==> config.mk <==
export PLATFORM = sky130hd
export DESIGN_NAME = lsu_mem_stage
export DESIGN_NICKNAME = d
export VERILOG_FILES = /design/src/rtl/riscv_pkg.sv /design/src/rtl/load_extend.sv /design/src/rtl/lsu_mem_stage.sv
export SDC_FILE = /design/constraint.sdc
export NUM_CORES = 1
export LEC_CHECK = 0
export BUFFER_PORTS_ARGS = -buffer_cell sky130_fd_sc_hd__buf_2
export CAP_MARGIN = 0
export CORE_ASPECT_RATIO = 1.25
export CORE_MARGIN = 8
export CORE_UTILIZATION = 35
export CTS_CLUSTER_DIAMETER = 50
export DETAILED_ROUTE_END_ITERATION = 16
export PLACE_DENSITY = 0.71
export SYNTH_ARGS = -nofsm -noshare
export SYNTH_HDL_FRONTEND = slang
export SYNTH_SLANG_ARGS = --single-unit
==> constraint.sdc <==
create_clock -name clk -period 4.15 [get_ports clk]
set_input_delay 0.2075 -clock clk [delete_from_list [all_inputs] [get_ports clk]]
set_output_delay 0.2075 -clock clk [all_outputs]
set_load 0.005 [all_outputs]
==> src/rtl/riscv_pkg.sv <==
`default_nettype none
// ============================================================================
//  Module   : riscv_pkg
//  Brief    : Shared load/store encodings, LSU state encoding, byte enables
//  Revision : 1.0 - initial release
// ============================================================================
package riscv_pkg;

    // funct3 encodings for loads and stores (instruction bits [14:12])
    localparam logic [2:0] F3_B  = 3'b000;
    localparam logic [2:0] F3_H  = 3'b001;
    localparam logic [2:0] F3_W  = 3'b010;
    localparam logic [2:0] F3_BU = 3'b100;
    localparam logic [2:0] F3_HU = 3'b101;

    // LSU state encoding
    localparam logic [1:0] ST_IDLE = 2'b00;
    localparam logic [1:0] ST_REQ  = 2'b01;
    localparam logic [1:0] ST_WAIT = 2'b10;
    localparam logic [1:0] ST_DONE = 2'b11;

    typedef enum logic [1:0] {
        S_IDLE = ST_IDLE,
        S_REQ  = ST_REQ,
        S_WAIT = ST_WAIT,
        S_DONE = ST_DONE
    } lsu_state_t;

    // Byte-enable base patterns, shifted into place by the address offset
    localparam logic [3:0] BE_BYTE = 4'b0001;
    localparam logic [3:0] BE_HALF = 4'b0011;
    localparam logic [3:0] BE_WORD = 4'b1111;

endpackage
`default_nettype wire

==> src/rtl/load_extend.sv <==
`default_nettype none
// ============================================================================
//  Module   : load_extend
//  Brief    : Selects the byte/half/word lane of a read word and sign- or
//             zero-extends it to 32 bits according to funct3
//  Revision : 1.0 - initial release
// ============================================================================
module load_extend
    import riscv_pkg::*;
(
    input  logic [31:0] word,
    input  logic [1:0]  offset,
    input  logic [2:0]  funct3,
    output logic [31:0] result
);

    logic [7:0]  byte_sel;
    logic [15:0] half_sel;

    // Lane selection followed by extension; unknown funct3 passes the word through
    always_comb begin
        byte_sel = word[7:0];
        case (offset)
            2'd0:    byte_sel = word[7:0];
            2'd1:    byte_sel = word[15:8];
            2'd2:    byte_sel = word[23:16];
            default: byte_sel = word[31:24];
        endcase
        half_sel = offset[1] ? word[31:16] : word[15:0];

        case (funct3)
            F3_B:    result = {{24{byte_sel[7]}}, byte_sel};
            F3_BU:   result = {24'h000000, byte_sel};
            F3_H:    result = {{16{half_sel[15]}}, half_sel};
            F3_HU:   result = {16'h0000, half_sel};
            default: result = word;
        endcase
    end

endmodule
`default_nettype wire

==> src/rtl/lsu_mem_stage.sv <==
`default_nettype none
// ============================================================================
//  Module   : lsu_mem_stage
//  Brief    : Load/store stage: decodes faults, issues a valid/ready data
//             memory request, stalls the core until the response returns and
//             hands extended load data to writeback
//  Revision : 1.0 - initial release
// ============================================================================
module lsu_mem_stage
    import riscv_pkg::*;
#(
    parameter int TIMEOUT = 255
)(
    input  logic        clk,
    input  logic        rst_n,
    input  logic        mem_read,
    input  logic        mem_write,
    input  logic [2:0]  funct3,
    input  logic [31:0] addr,
    input  logic [31:0] store_data,
    output logic        stall,
    output logic [31:0] load_data,
    output logic        misaligned,
    output logic        illegal,
    output logic        bus_err,
    output logic        req_valid,
    input  logic        req_ready,
    output logic        req_we,
    output logic [31:0] req_addr,
    output logic [3:0]  req_be,
    output logic [31:0] req_wdata,
    input  logic        resp_valid,
    input  logic [31:0] resp_rdata
);

    // Counter only needs to reach TIMEOUT-1; a zero TIMEOUT never expires
    localparam int              CNT_W    = (TIMEOUT > 1) ? $clog2(TIMEOUT) : 1;
    localparam logic [CNT_W-1:0] CNT_LAST = (TIMEOUT > 0) ? CNT_W'(TIMEOUT - 1) : '0;

    lsu_state_t        state;
    lsu_state_t        state_next;
    logic [CNT_W-1:0]  tmo_cnt;
    logic [2:0]        lat_funct3;
    logic [1:0]        lat_offset;
    logic              access;
    logic              go;
    logic              tmo_hit;
    logic              launch;
    logic              handshake;
    logic              capture;
    logic              expire;
    logic [3:0]        be_next;
    logic [31:0]       wdata_next;
    logic [31:0]       ext_data;

    assign access = mem_read | mem_write;

    // Fault decode is purely combinational so the core can trap in the same cycle
    assign misaligned = access &
                        ((((funct3 == F3_H) | (funct3 == F3_HU)) & addr[0]) |
                         ((funct3 == F3_W) & (addr[1:0] != 2'b00)));
    assign illegal    = access &
                        ((funct3 == 3'b011) | (funct3 == 3'b110) | (funct3 == 3'b111) |
                         (mem_write & funct3[2]));
    assign go         = access & ~misaligned & ~illegal;
    assign tmo_hit    = (TIMEOUT != 0) && (tmo_cnt == CNT_LAST);

    // Store lane steering: replicate data so any selected lane carries it
    always_comb begin
        be_next    = BE_WORD;
        wdata_next = '0;
        if (mem_write) begin
            case (funct3)
                F3_B: begin
                    be_next    = BE_BYTE << addr[1:0];
                    wdata_next = {4{store_data[7:0]}};
                end
                F3_H: begin
                    be_next    = BE_HALF << {addr[1], 1'b0};
                    wdata_next = {2{store_data[15:0]}};
                end
                default: begin
                    be_next    = BE_WORD;
                    wdata_next = store_data;
                end
            endcase
        end
    end

    // Extraction uses the offset/funct3 latched at launch, not the live inputs
    load_extend u_load_extend (
        .word   (resp_rdata),
        .offset (lat_offset),
        .funct3 (lat_funct3),
        .result (ext_data)
    );

    // State register
    always_ff @(posedge clk or negedge rst_n) begin
        if (!rst_n) begin
            state <= S_IDLE;
        end else begin
            state <= state_next;
        end
    end

    // Next-state and control strobes; DONE always returns to IDLE so the
    // still-presented instruction is not launched a second time
    always_comb begin
        state_next = state;
        launch     = 1'b0;
        handshake  = 1'b0;
        capture    = 1'b0;
        expire     = 1'b0;
        stall      = 1'b0;
        case (state)
            S_IDLE: begin
                if (go) begin
                    launch     = 1'b1;
                    stall      = 1'b1;
                    state_next = S_REQ;
                end
            end
            S_REQ: begin
                stall = 1'b1;
                if (req_ready) begin
                    handshake  = 1'b1;
                    state_next = S_WAIT;
                end else if (tmo_hit) begin
                    expire     = 1'b1;
                    state_next = S_DONE;
                end
            end
            S_WAIT: begin
                stall = 1'b1;
                if (resp_valid) begin
                    capture    = 1'b1;
                    state_next = S_DONE;
                end else if (tmo_hit) begin
                    expire     = 1'b1;
                    state_next = S_DONE;
                end
            end
            S_DONE: begin
                state_next = S_IDLE;
            end
            default: begin
                state_next = S_IDLE;
            end
        endcase
    end

    // Request registers, timeout counter and load result
    always_ff @(posedge clk or negedge rst_n) begin
        if (!rst_n) begin
            req_valid  <= 1'b0;
            req_we     <= 1'b0;
            req_addr   <= '0;
            req_be     <= '0;
            req_wdata  <= '0;
            lat_funct3 <= '0;
            lat_offset <= '0;
            tmo_cnt    <= '0;
            bus_err    <= 1'b0;
            load_data  <= '0;
        end else begin
            bus_err <= expire;
            if (launch) begin
                req_valid  <= 1'b1;
                req_we     <= mem_write;
                req_addr   <= {addr[31:2], 2'b00};
                req_be     <= be_next;
                req_wdata  <= wdata_next;
                lat_funct3 <= funct3;
                lat_offset <= addr[1:0];
                tmo_cnt    <= '0;
            end else if (handshake) begin
                req_valid <= 1'b0;
                tmo_cnt   <= '0;
            end else if (expire) begin
                req_valid <= 1'b0;
            end else if ((state == S_REQ || state == S_WAIT) && (TIMEOUT != 0)) begin
                tmo_cnt <= tmo_cnt + CNT_W'(1);
            end
            if (capture && !req_we) begin
                load_data <= ext_data;
            end
        end
    end

endmodule
`default_nettype wire

==> results of run 1 <==
-- placed cells by master, fill, tap and decap left out, types with 2 or more instances in the layout --
| cell | count |
|---|---|
| nor2b_1 | 9 |
| o21ai_0 | 96 |
| ha_1 | 8 |
| or3_1 | 5 |
| nor3_1 | 4 |
| a21oi_1 | 56 |
| clkinv_2 | 3 |
| or2_2 | 2 |
| a22o_1 | 2 |
| o21a_1 | 2 |
| dfrtp_1 | 116 |
| buf_4 | 9 |
| a22oi_1 | 2 |
| nand3_1 | 4 |
| mux2i_1 | 14 |
| nand2_1 | 49 |
| mux2_4 | 43 |
| conb_1 | 2 |
| a21boi_0 | 16 |
| clkinv_4 | 3 |
| o211ai_1 | 22 |
| buf_2 | 207 |
| mux2_2 | 11 |
| clkbuf_16 | 17 |
| inv_1 | 17 |
| a211oi_1 | 3 |
| and3_1 | 2 |
| nand3b_1 | 2 |
| bufinv_16 | 4 |
| nand2b_1 | 6 |
| inv_6 | 2 |
| a311oi_1 | 2 |
| nor2_1 | 22 |
-- Yosys cell counts, types with 2 or more instances --
cell and n:
or2_2 2, nor2_1 23, buf_6 7, nor2b_1 9, nor3_1 5, or3_1 5, mux2_2 11, and3_1 2
dfrtp_1 116, a22oi_1 2, o21ai_0 96, a22o_1 2, mux2i_1 14, a311oi_1 2, buf_4 2, nand2b_1 6
nand3b_1 2, a211oi_1 3, inv_1 17, a21boi_0 16, ha_1 8, a21oi_1 56, mux2_4 43, clkbuf_1 31
o21a_1 2, nand3_1 4, nand2_1 49, o211ai_1 22
-- final cells by class --
class	instances	area, µm²	area share (%)
Clock buffer	19	443	5.70
Clock inverter	12	179	2.30
Inverter	17	63.8	0.822
Multi-Input combinational cell	401	2770	35.7
Sequential cell	116	2900	37.4
Tap cell	220	275	3.54
Timing Repair Buffer	218	1130	14.6
-- per-layer routing --
| layer | routed length (µm) | share of wire [%] | up-vias |
|---|---|---|---|
| li1 | - | - | 2439 |
| met1 | 7610 | 42 | 2437 |
| met2 | 9060 | 50 | 160 |
| met3 | 983 | 5.4 | 30 |
| met4 | 407 | 2.3 | 0 |
| met5 | 0 | 0 | - |
-- per-stage QoR --
| step | setup slack (ps) | area (µm²) | power, mW | cells | util, % |
|---|---|---|---|---|---|
| 2_1_floorplan | 2210 | 5940 | 3.14 | 576 | - |
| 3_3_place_gp | 1540 | 7140 | 3.97 | 971 | 42.7 |
| 3_5_place_dp | 1460 | 7140 | 4.03 | 971 | 42.7 |
| 4_1_cts | 1260 | 7770 | 5.61 | 1003 | 46.5 |
| 5_1_grt | 1110 | 7770 | 5.93 | 1003 | 46.5 |
| 6_report | 1270 | 7770 | 5.54 | 1003 | 46.5 |
-- kinds of logic (layout without fill, tap and decap cells) --
family / Yosys count / count (layout) / synth area share (%)
simple gates: 111 / 111 / 8.56
other cells: 1 / 2 / 0.0632
buf+inv: 59 / 266 / 4.76
fa+ha+maj: 8 / 8 / 1.69
flops: 116 / 116 / 48.9
mux: 68 / 68 / 15.3
compound gates: 212 / 212 / 20.7
-- worst max-delay path by stage --
stage	cells past startpoint	to
floorplan	7	load_data[16]
global placement	6	req_addr[25]
detailed placement	6	req_addr[14]
CTS	6	stall
global route	6	stall
finish	6	stall
-- repair_timing --
| item | 4_1_cts | 5_1_grt |
|---|---|---|
| hold endpoints to repair | 36 | 0 |
| buffers inserted | 0 | 0 |
| hold buffers | 1 | 0 |
-- registers in the layout (all words and copies together) (netlist names) --
signal / count
bus_err: 1
lat_funct3: 3
lat_offset: 2
load_data: 32
req_addr: 30
req_be: 4
req_valid: 1
req_wdata: 32
req_we: 1
state: 2
tmo_cnt: 8
-- where the power goes --
| part | total (mW) | internal (mW) | switching (mW) |
|---|---|---|---|
| Combinational | 2.00 | 1.02 | 0.982 |
| Clock | 1.55 | 1.02 | 0.528 |
| Sequential | 1.99 | 1.63 | 0.364 |
==> results.md, run 1 <==
* Final setup TNS at 0 ps
* Transition time at the pin with the least slew margin at 1090 ps
* Area grow syn2layout at 30.9%
* Met2 Resource Use GR at 28.0%
* Worst VDD drop at a little over 300 µV
* HP Start: addr[13]
* Drc violations at 0
* Longest Clk Path Bufs at 2
* Clk Latency, worst-skew pair at 400 ps
* CTS Buf Count at 17
* Die width at 132 µm
* Synth Register Bits at 116
* Clock transition at the registers of the reported paths at 60 ps
* Flop-to-flop setup slack at ~1400 ps
* Area share of the largest cell type after synthesis at a little under 50%
* Ranking of synthesized cells by area: dfrtp_1 (49%), mux2_4 (11%), o21ai_0 (8.1%)
* Worst Setup Start Kind: register
* Final Critical Period at 2880 ps
* Slowest stage delay, CP at a little under 600 ps
* Setup CP Type: register to output pin
* Gr busiest metal: met2
* First-pass detailed-route iteration total at 4
* Routed vias at about 5,000
* Top cell by count, worst path: inv_1
* Netlist Area Pre-Place at 0.00594 mm²
* Biggest area consumer among synthesized cells: dfrtp_1
* Met3 Usage GRT at 5.07%
* First-pass GRT wire length at 28,800 µm
* GP Congestion at 0.801
* Final HPWL DP at 13,200 µm
* Relative slew margins at 26.7%
* Max Fanout on Critical Path at 40
* Maximum clock rate at approximately 350 MHz
* Worst Setup End Kind: output pin
* Vias per Instance at 5.05
* Req. time, crit path at 3940 ps
* Initial antenna violation count at 0
* Nets at slightly below 900
* Max stage delay cell, worst path: or2_4
* Delay-heaviest family, CP: buffers and inverters
* Root Buffer: clkbuf_16
* Number of H-tree levels at 4
* Asr flop ratio synth at 100%
* Drt total wl at between 15,000 and 20,000 µm
* R2R Path Start: state[0]
* Leakage at 3.84 nW
* Reg2Reg Depth at 6
* Top_reg_cell synth: dfrtp_1
* Hold-critical path endpoint: req_addr[13]
* Hold depth at 2
* IO Pins at approximately 210
* RSZ-0062 raised after global routing: no
* Share of cells above drive strength 1 at 39.3%
* CP startpoint: state[0]
* CP bufs+invs at 3
* Post_cts resized at 0
* Die Span Y at 162 µm
* Initial DRC Count at 344
* Met1 Track Usage GR at 19.6%
* Number of global-route vias before repair at between 5,000 and 6,000
* Num rows at 53
* Post-synthesis sequential area ratio at 48.9%
* Outcome: complete, no violations
* Min-delay worst type: input port to register
* Number of synthesis warnings at 0
* Pins Over Slew Limit at 0
* Core area at 0.0167 mm²
* Synth cell types at between 40 and 50
* Largest net degree at the start of global routing at 45
* Final period util at 69.4%
* Synthesized area per cell at 10.3 µm²
* Final antenna-violating net count at 0
* Hold Slack at between 30 and 40 ps
* Number of fill cells in the layout at 1,618
* Pwr dens at about 710 mW/mm²
* GRT Total Usage at ~17%
* Crit path cell chain: inv_1, ha_1, inv_1, or2_4, a21oi_1, buf_2
* EDFF count, synth at 0
* R2r endpoint: req_addr[24]
* DR WL/cell at 18.0 µm
* Setup Viol. Count Final at 0
* Post-Synthesis Cells at approximately 580
* Antenna Cells at 0
* Clk_skew at ~7.3 ps
* CTS Sinks at between 100 and 150
* Die area at 0.0214 mm²
* Fin. Hold Viols at 0
* Crit path DAT at 2670 ps
* Port Buffers at roughly 210
* CTS tree: done
* Grt total ovfl at 0
* # Max-Cap Violations at 0
* Initial Util at 35.5%
Note: power is estimated with default switching activity, not from simulation.
==> run 2, diff against run 1 <==
--- a/config.mk
+++ b/config.mk
@@ -12,7 +12,7 @@
 export CORE_UTILIZATION = 35
 export CTS_CLUSTER_DIAMETER = 50
 export DETAILED_ROUTE_END_ITERATION = 16
-export PLACE_DENSITY = 0.71
+export PLACE_DENSITY = 0.73
 export SYNTH_ARGS = -nofsm -noshare
 export SYNTH_HDL_FRONTEND = slang
 export SYNTH_SLANG_ARGS = --single-unit
==> constraint.sdc (replaced) <==
create_clock -name clk -period 2.5 [get_ports clk]
set_input_delay 0.125 -clock clk [delete_from_list [all_inputs] [get_ports clk]]
set_output_delay 0.125 -clock clk [all_outputs]
set_load 0.005 [all_outputs]
==> results.md, run 2 (synthesized netlist as in run 1, its figures left out) <==
* Final worst slack at 175 ps (-1100 ps)
* Final period util at 93.0%
* Final HPWL DP at 13,800 µm (+4.5%)
* Pins Over Slew Limit at 0 (unchanged)
* Share of cells above drive strength 1 at 37.7% (-1.6 points)
* Initial Util at 35.5% (unchanged)
* Fin. Hold Viols at 0 (unchanged)
* Post_cts resized at 0 (unchanged)
* Port Buffers at 208 (unchanged)
* Number of H-tree levels at 4 (unchanged)
* CTS tree: done
* Initial DRC Count at 312 (-9.3%)
* Pwr dens at 1090 mW/mm² (+53%)
* Final Critical Period at 2320 ps
* Routed vias at 5,355 (+5.7%)
* Pre-CTS setup slack at 213 ps (-1240 ps)
* Biggest regs: load_data: 32 flops, req_wdata: 32 flops, req_addr: 30 flops
* Worst Setup End Kind: output pin
* Antenna Cells at 0 (unchanged)
* CTS Buf Count at 17 (unchanged)
* Grt total ovfl at 0 (unchanged)
* Die width at 132 µm (unchanged)
* Most common cell after layout, fill and taps aside: buf_2
* Clock transition at the registers of the reported paths at 60 ps (about the same)
* Worst VDD drop at 547 µV (+80%)
* Largest net degree at the start of global routing at 44 (-2.2%)
* Req. time, crit path at 2380 ps (-1560 ps)
* GP Congestion at 0.807 (+0.72%)
* First-pass GRT wire length at 30,600 µm (+6.2%)
* Area grow syn2layout at 38.1%
* # Max-Cap Violations at 0 (unchanged)
* GRT Total Usage at 17.8% (+1.1 points)
* Final antenna-violating net count at 0 (unchanged)
* Initial antenna violation count at 0 (unchanged)
* Root Buffer: clkbuf_16
* Worst Setup Start Kind: register
* IO Pins at 211 (unchanged)
* Clk Latency, worst-skew pair at 410 ps (about the same)
* Transition time at the pin with the least slew margin at 1190 ps (+93.7 ps)
* Maximum clock rate at 430 MHz
* Highest-count cells in the layout ignoring fill and taps: buf_2 (207), dfrtp_1 (116), o21ai_0 (96), a21oi_1 (56), nand2_1 (49)
* Setup Viol. Count Final at 0 (unchanged)
* Number of global-route vias before repair at 5,733 (+7.6%)
* DR WL/cell at 18.2 µm (+1.1%)
* Drc violations at 0 (unchanged)
* Total setup buffers inserted after CTS at 0 (unchanged)
* Vias per Instance at 5.06 (+0.21%)
* Leakage at 4.00 nW (+4.4%)
* Longest Clk Path Bufs at 2 (unchanged)
* Final setup TNS at 0 ps (unchanged)
* Die Span Y at 162 µm (unchanged)
* Core area at 0.0167 mm² (unchanged)
* Max Fanout on Critical Path at 37 (-7.5%)
* Min-delay worst type: input port to register
* Crit path DAT at 2200 ps (-470 ps)
* Setup CP Type: register to output pin
* RSZ-0062 raised after global routing: no
* Nets at 938 (+6.1%)
* Clk_skew at 9.59 ps (+2.25 ps)
* Hold Slack at 12.0 ps (-18.1 ps)
* Outcome: complete, no violations
* Relative slew margins at 20.4% (-6.3 points)
* Num rows at 53 (unchanged)
* CTS Sinks at 116 (unchanged)
* Die area at 0.0214 mm² (unchanged)
* First-pass detailed-route iteration total at 5 (+1)
* Drt total wl at 19,300 µm (+6.6%)
[run 2: cell count changes in the layout (fill, tap and decap cells not counted), sizes merged]
cell         previous run  this run
bufinv                  4         0
buf                   217       224
clkinvlp                0         5
dlygate4sd3             1        47
inv                    19        18
clkbuf                 19        20
or2                     3         4
[run 2: power by group]
part,internal (mW),switching (mW)
clock network,1.29,0.888
logic,1.78,1.75
registers,2.71,0.531
[run 2: final timing paths]
path | startpoint | to | slack (ps) | cells past startpoint
worst min register to register | load_data[3] | load_data[3] | 480 | 2
worst max register to register | state[0] | load_data[11] | 250 | 5
worst min-delay path | resp_rdata[6] | load_data[6] | 10 | 3
min in group asynchronous | rst_n | load_data[24] | 180 | 2
worst max-delay path | state[1] | stall | 180 | 6
max in group asynchronous | rst_n | req_addr[11] | 1590 | 3
[run 2: cell type report]
cell class / count / area [µm²]
Sequential cell: 116 / 2900
Clock inverter: 12 / 83.8
Multi-Input combinational cell: 402 / 2780
Timing Repair Buffer: 271 / 1650
Inverter: 17 / 63.8
Tap cell: 220 / 275
Clock buffer: 20 / 447
Fill cell: 1567 / 8520
[run 2: layer usage]
layer  track usage [%]  part of all wire, %
met5                 0                    0
met4              7.86                  2.6
met3              5.22                  6.5
met2              31.0                   52
met1              19.7                   39
[run 2: repair_timing]
action,CTS,global route
hold endpoints to repair,71,0
hold buffers,47,0
endpoints found under the setup margin,1,0
[run 2: metrics by stage]
step                      power (mW)  cells  utilization [%]  cell area (µm²)
after detailed placement        6.77    978             43.0             7190
after global routing            9.56   1058             49.0             8200
after floorplan                 5.22    576                -             5940
after CTS                       9.05   1058             49.0             8200
final                           8.95   1058             49.0             8200
after global placement          6.63    978             43.0             7190
[run 2: critical path, stage by stage (launching register included)]
cell and delay (ps):
dfrtp_1 410, inv_1 110, ha_1 230, inv_1 120, or2_4 610, a21oi_1 160
buf_2 160
